`src/rtl/k_wctl_t2.sv`:
```
// k_wctl_t2: write-side pointer, RAM address/enable and full/overflow flags for a dual-clock FIFO.
// Define K_WCTL_AFULL_EN to add the registered almost-full flag (wafull) and its level logic.
module k_wctl_t2 #(
  parameter int unsigned addr_size    = 4,
  parameter int unsigned afull_thresh = 2
) (
  input  logic                 wclk,
  input  logic                 wrst,
  input  logic                 wput,
  input  logic [addr_size:0]   wrptr,
  output logic                 wen,
  output logic [addr_size-1:0] waddr,
  output logic [addr_size:0]   wptr,
  output logic                 wfull,
`ifdef K_WCTL_AFULL_EN
  output logic                 wafull,
`endif
  output logic                 wovf
);

  localparam int unsigned PtrW = addr_size + 1;

  // Elaboration-time parameter sanity checks.
  if (addr_size < 2) begin : g_chk_addr
    $error("k_wctl_t2: addr_size must be at least 2");
  end
  if (afull_thresh < 1 || afull_thresh >= (2 ** addr_size)) begin : g_chk_thresh
    $error("k_wctl_t2: afull_thresh out of range");
  end

  logic [addr_size:0] wbin;
  logic [addr_size:0] wbin_next;
  logic [addr_size:0] wgray_next;
  logic [addr_size:0] wq1_rptr;
  logic [addr_size:0] wq2_rptr;
  logic [addr_size:0] full_ptr;
  logic               accept;
  logic               wfull_next;
  logic               wovf_next;

  assign accept = wput & ~wfull;
  assign wen    = accept;
  assign waddr  = wbin[addr_size-1:0];

  always_comb begin
    wbin_next  = wbin + {{addr_size{1'b0}}, accept};
    wgray_next = wbin_next ^ (wbin_next >> 1);
    // Full when the write pointer is one lap ahead: top two Gray bits inverted, rest equal.
    full_ptr   = {~wq2_rptr[addr_size -: 2], wq2_rptr[addr_size-2:0]};
    wfull_next = (wgray_next == full_ptr);
    wovf_next  = wovf | (wput & wfull);
  end

  always_ff @(posedge wclk) begin
    if (wrst) begin
      wbin     <= '0;
      wptr     <= '0;
      wq1_rptr <= '0;
      wq2_rptr <= '0;
      wfull    <= 1'b0;
      wovf     <= 1'b0;
    end else begin
      wbin     <= wbin_next;
      wptr     <= wgray_next;
      wq1_rptr <= wrptr;
      wq2_rptr <= wq1_rptr;
      wfull    <= wfull_next;
      wovf     <= wovf_next;
    end
  end

`ifdef K_WCTL_AFULL_EN
  localparam logic [addr_size:0] AfullLevel = PtrW'((2 ** addr_size) - afull_thresh);

  logic [addr_size:0] wrbin;
  logic [addr_size:0] wlevel;
  logic               wafull_next;

  // Gray to binary as a prefix XOR from the MSB down.
  function automatic logic [addr_size:0] gray2bin(input logic [addr_size:0] g);
    logic [addr_size:0] b;
    b = g;
    for (int s = 1; s < PtrW; s = s * 2) begin
      b = b ^ (b >> s);
    end
    return b;
  endfunction

  always_comb begin
    wrbin       = gray2bin(wq2_rptr);
    wlevel      = wbin_next - wrbin;
    wafull_next = (wlevel >= AfullLevel);
  end

  always_ff @(posedge wclk) begin
    if (wrst) begin
      wafull <= 1'b0;
    end else begin
      wafull <= wafull_next;
    end
  end
`endif

endmodule

```
`config.mk`:
```
export PLATFORM = sky130hd
export DESIGN_NAME = k_wctl_t2
export DESIGN_NICKNAME = d
export VERILOG_FILES = /design/src/rtl/k_wctl_t2.sv
export SDC_FILE = /design/constraint.sdc
export NUM_CORES = 1
export LEC_CHECK = 0
export ABC_AREA = 1
export CAP_MARGIN = 20
export CORE_UTILIZATION = 47
export DETAILED_ROUTE_END_ITERATION = 6
export GPL_TIMING_DRIVEN = 1
export PLACE_DENSITY = 0.75
export SLEW_MARGIN = 15
export SYNTH_ARGS = -nofsm -noshare
export SYNTH_HDL_FRONTEND = slang
export SYNTH_SLANG_ARGS = --single-unit
```
`constraint.sdc`:
```
create_clock -name wclk -period 2.06 [get_ports wclk]
set_input_delay 0.309 -clock wclk [delete_from_list [all_inputs] [get_ports wclk]]
set_output_delay 0.309 -clock wclk [all_outputs]
set_load 0.01 [all_outputs]
```
# Word-level counts from Yosys, hierarchy flattened
# Index checks and enable logic that the tools add are counted.
# W data, S select, Z words.
dict set report word_totals {
  ff_bits 22
  latch_bits 0
  mem_bits_rw 0
  romBits 0
  inputBits 8
  mem_count 0
}
dict set report classes {
  addsub 1
  n_mul 0
  div_mod_pow 0
  magnitude_cmp 0
  eq_ne 1
  shift 0
  mux 0
  n_bitwise 6
  n_reduce_logical 0
}
# op count
set ops {}
lappend ops {{$add A5 B1 Y5} 1}
lappend ops {{$eq A5 B5 Y1} 1}
lappend ops {{$xor A5 B4 Y5} 1}
lappend ops {{$and A1 B1 Y1} 2}
lappend ops {{$not A2 Y2} 1}
lappend ops {{$not A1 Y1} 1}
lappend ops {{$or A1 B1 Y1} 1}

# Depth between registers and ports, before layout
# Gate-level depths: netlist of the first run.
dict set report depth {
  ltp_word 5
  ltp_mapped 13
  ltp_nobuf 13
}

# Worst setup path before layout of the first run
# OpenSTA, ideal clock, no wires.
dict set report synth_path {
  path_kind {register to register}
  startpoint {reg wfull}
  endpoint {reg wfull}
  setup_ps 117
  t_arrival_ps 1676
  required_ps 1943
  setup_slack_ps 268
  path_stages_with_launch 13
  period_less_slack_ps 1792
  cell_sequence {dfxtp_1 -> nor2_1 -> ha_1 -> ha_1 -> nand3_1 -> nand2_1 -> nand2_2 -> nand2_2 -> nand2_1 -> nand2_1 -> nand2_1 -> nand2_1 -> nor2_2}
}
dict set report synth_between {
  elab_chain_len 5
}
# element line_no
set synth_rtl {}
lappend synth_rtl {{start: declaration} 14} ;# output logic wfull,
lappend synth_rtl {{start signal: assignment} 67} ;# wfull <= wfull_next;
lappend synth_rtl {{$not A1 Y1} 41} ;# assign accept = wput & ~wfull;
lappend synth_rtl {{$and A1 B1 Y1} 41}
lappend synth_rtl {{net wen} 11} ;# output logic wen,
lappend synth_rtl {{$add A5 B1 Y5} 46} ;# wbin_next = wbin + {{addr_size{1'b0}}, accept};
lappend synth_rtl {{$xor A5 B4 Y5} 47} ;# wgray_next = wbin_next ^ (wbin_next >> 1);
lappend synth_rtl {{$eq A5 B5 Y1} 50} ;# wfull_next = (wgray_next == full_ptr);
# The timed path passes the listed nets, and every way through them passes these cells.
# A chain may end at the register's enable or synchronous reset.

# Worst setup path in the final report of the first run
dict set report layout_path {
  startpoint {in wput}
  endpoint {out wen}
}
dict set report layout_between {
  elab_chain_len 1
}
# element line_no
set layout_rtl {}
lappend layout_rtl {{start: declaration} 9} ;# input logic wput,
lappend layout_rtl {{$and A1 B1 Y1} 41}
lappend layout_rtl {{end: declaration} 11}
# Every way passes these cells.

==> results of run 1 <==
==> per-stage QoR <==
stage	cells	setup WS, ps
after floorplan	116	268
after global placement	165	-178
after detailed placement	165	-220
after CTS	169	104
after global routing	169	53.9
final	169	163
==> how the worst max path moves through the flow <==
stage                startpoint                to  slack (ps)  cells past startpoint
6_report                   wput               wen         160                      5
5_1_grt                    wput  wfull$_SDFF_PP0_          50                     14
4_1_cts                    wput  wfull$_SDFF_PP0_         100                     14
3_5_place_dp               wput  wfull$_SDFF_PP0_        -220                     14
3_3_place_gp               wput  wfull$_SDFF_PP0_        -180                     14
2_1_floorplan  wfull$_SDFF_PP0_  wfull$_SDFF_PP0_         270                     12
==> tightest hold or removal path, delay by kind of cell (launching register included) <==
kind / cells / cell delay [ps]
buffers and inverters: 1 / 40
DFF: 1 / 320
and+or+nand+nor: 1 / 30
==> logic make-up (layout without fill, tap and decap cells) <==
family / after synthesis / count (layout)
buf+inv: 24 / 52
flops: 21 / 21
fa+ha+maj: 2 / 2
compound gates: 4 / 4
simple gates: 63 / 63
xor+xnor: 2 / 2
==> flip-flops by register name, summed over array words and instances (netlist names) <==
name	count
wptr	5
wq2_rptr	5
wq1_rptr	5
wfull	1
wovf	1
wbin	4
==> cell usage after synthesis <==
| cell type | instances |
|---|---|
| nor2_1 | 20 |
| a21oi_1 | 4 |
| nor2_2 | 2 |
| nand2_1 | 25 |
| nand2_2 | 3 |
| buf_2 | 1 |
| xnor2_2 | 1 |
| buf_6 | 1 |
| nor2_4 | 1 |
| and3_1 | 1 |
| nand3_2 | 1 |
| nand3_1 | 6 |
| nand4_1 | 4 |
| inv_1 | 21 |
| dfxtp_1 | 21 |
| ha_1 | 2 |
| buf_1 | 1 |
| xnor2_1 | 1 |
==> report_power, final <==
group          internal [mW]  switching, mW
registers              0.425        0.00909
clock network         0.0725          0.120
logic                 0.0691         0.0555
==> layer usage <==
metal	vias up	share of wire [%]	track usage [%]
li1	403	-	-
met1	337	46	20.3
met2	17	49	29.3
met3	5	3.4	2.40
met4	0	2.3	10.9
met5	-	0	0
==> area by class of cell <==
class | count | area [um^2]
fillers | 153 | 558
flip-flops and latches | 21 | 420
multi-input cells | 71 | 360
repair buffers | 27 | 250
inverters | 21 | 78.8
well taps | 25 | 31.3
clock buffers | 3 | 22.5
clock inverters | 1 | 5.00
==> run metrics, run 1 <==
fin nets roughly 160; CP Cell Sequence clkdlybuf4s50_1, inv_1, nor2_2, buf_4, clkdlybuf4s50_1; first-pass GRT wire length 2.54 mm; status completed; CP bufs+invs 4; r2r worst-path depth 12; Avg Cell Area, Syn 7.52 um^2; Post-DP Area around 1100 um^2; Hold Violations, Final 0; CTS tree built; vias per cell 4.51; Slew HR between 70% and 80%; slowest CP cell clkdlybuf4s50_1; fin util about 68%; Cell Area, Synth 872 um^2; GR Util All Layers 17.2%; HPWL after DPL between 1 and 1.5 mm; Max Cap Viol 0; largest net degree at the start of global routing 20; Worst-Margin Slew 373 ps; Site Rows 15; Die Span Y 45.1 um; post-route cell area 1170 um^2; setup violators final 0; RR Startpoint wfull$_SDFF_PP0_; f_max 527 MHz; Worst Path Arrival 1590 ps; clock buffer depth 2; area share of the largest cell type after synthesis 48.2%; total power per unit cell area between 600 and 700 nW/um^2; vias in the first global route about 660; hold buffers post-CTS 0; Final Cycle Share 92.1%; area grow syn2layout 34.0%; number of unique standard cell types used by synthesis 18; Tmin final between 1500 and 2000 ps; max incr delay on CP approximately 520 ps; routed via count 762; largest cells by area after synthesis dfxtp_1, nand2_1, inv_1, nor2_1, nand3_1; main combinational cell family by area after synthesis simple AND/OR/NAND/NOR gates; Initial DRT Pass Iterations 4; Synth Area in XOR/XNOR 2.87%; maximum VDD drop 511 uV; Lkg Pwr around 0.55 nW; Slew Limit Fails 0; Simple-Gate Fraction of Synth Area between 30% and 40%; clk_lat worst skew around 300 ps; diode count 0; Mapped Cells 116; Synthesis Warnings 0; reg-to-reg slack, setup 340 ps; Setup TNS Final 0 ps; Largest delay share family, worst path buffers and inverters; routability congestion estimate about 0.70; syn nets 126; commonest non-fill, non-tap cell in the layout nand2_1; H-tree level count 1; Startpoint Class input pin; most frequent cells in the layout nand2_1, inv_1, dfxtp_1; worst reg2reg path endpoint wfull$_SDFF_PP0_; post_cts resized 0; DR iter-0 viols 6; PortBufs 19; die area 2030 um^2; Yosys reg bits 21; worst hold slack 416 ps; mux cell area share after synthesis 0%; cell taking the most area after synthesis dfxtp_1; Crit Path Max Fanout 2; WP data required 1750 ps; Root Driver clkbuf_4; Setup Buffers After CTS 0; Reg clk slew, reported paths 110 ps; ratio of cells with drive above 1 in the final layout 16.0%; clk sinks 21; final WL 1.54 mm; worst hold endpoint wq2_rptr[3]$_SDFF_PP0_; routed wire length per instance 9.09 um; critical path class input pin to primary output; Die W 45.1 um; Worst Setup End Kind primary output; Remaining Overflow, GRT 0; Adder-Cell Fraction of Synth Area 2.87%; Initial Utilization about half; post-synthesis sequential area ratio 48.2%; io pins 20; hold path cells 2; total power 751 uW; core area 1730 um^2; Clock Skew 7.89 ps; # DRC 0; min-delay src wq1_rptr[3]$_SDFF_PP0_; Routed Antenna Nets 0; number of buffers created by CTS 3; complex-gate fraction of the synthesized area 2.30%; initial antenna violation count 0; Top cell by count, worst path clkdlybuf4s50_1; worst hold path class flip-flop to flip-flop; RSZ-0062 raised after global routing no
Power figures use the tool's default switching activity.
==> inputs of run 2 (changes only) <==
Settings changed: CAP_MARGIN 20 to not set.
==> results of run 2 <==
No change in the layout: final DEF, timing and power equal those of run 1.
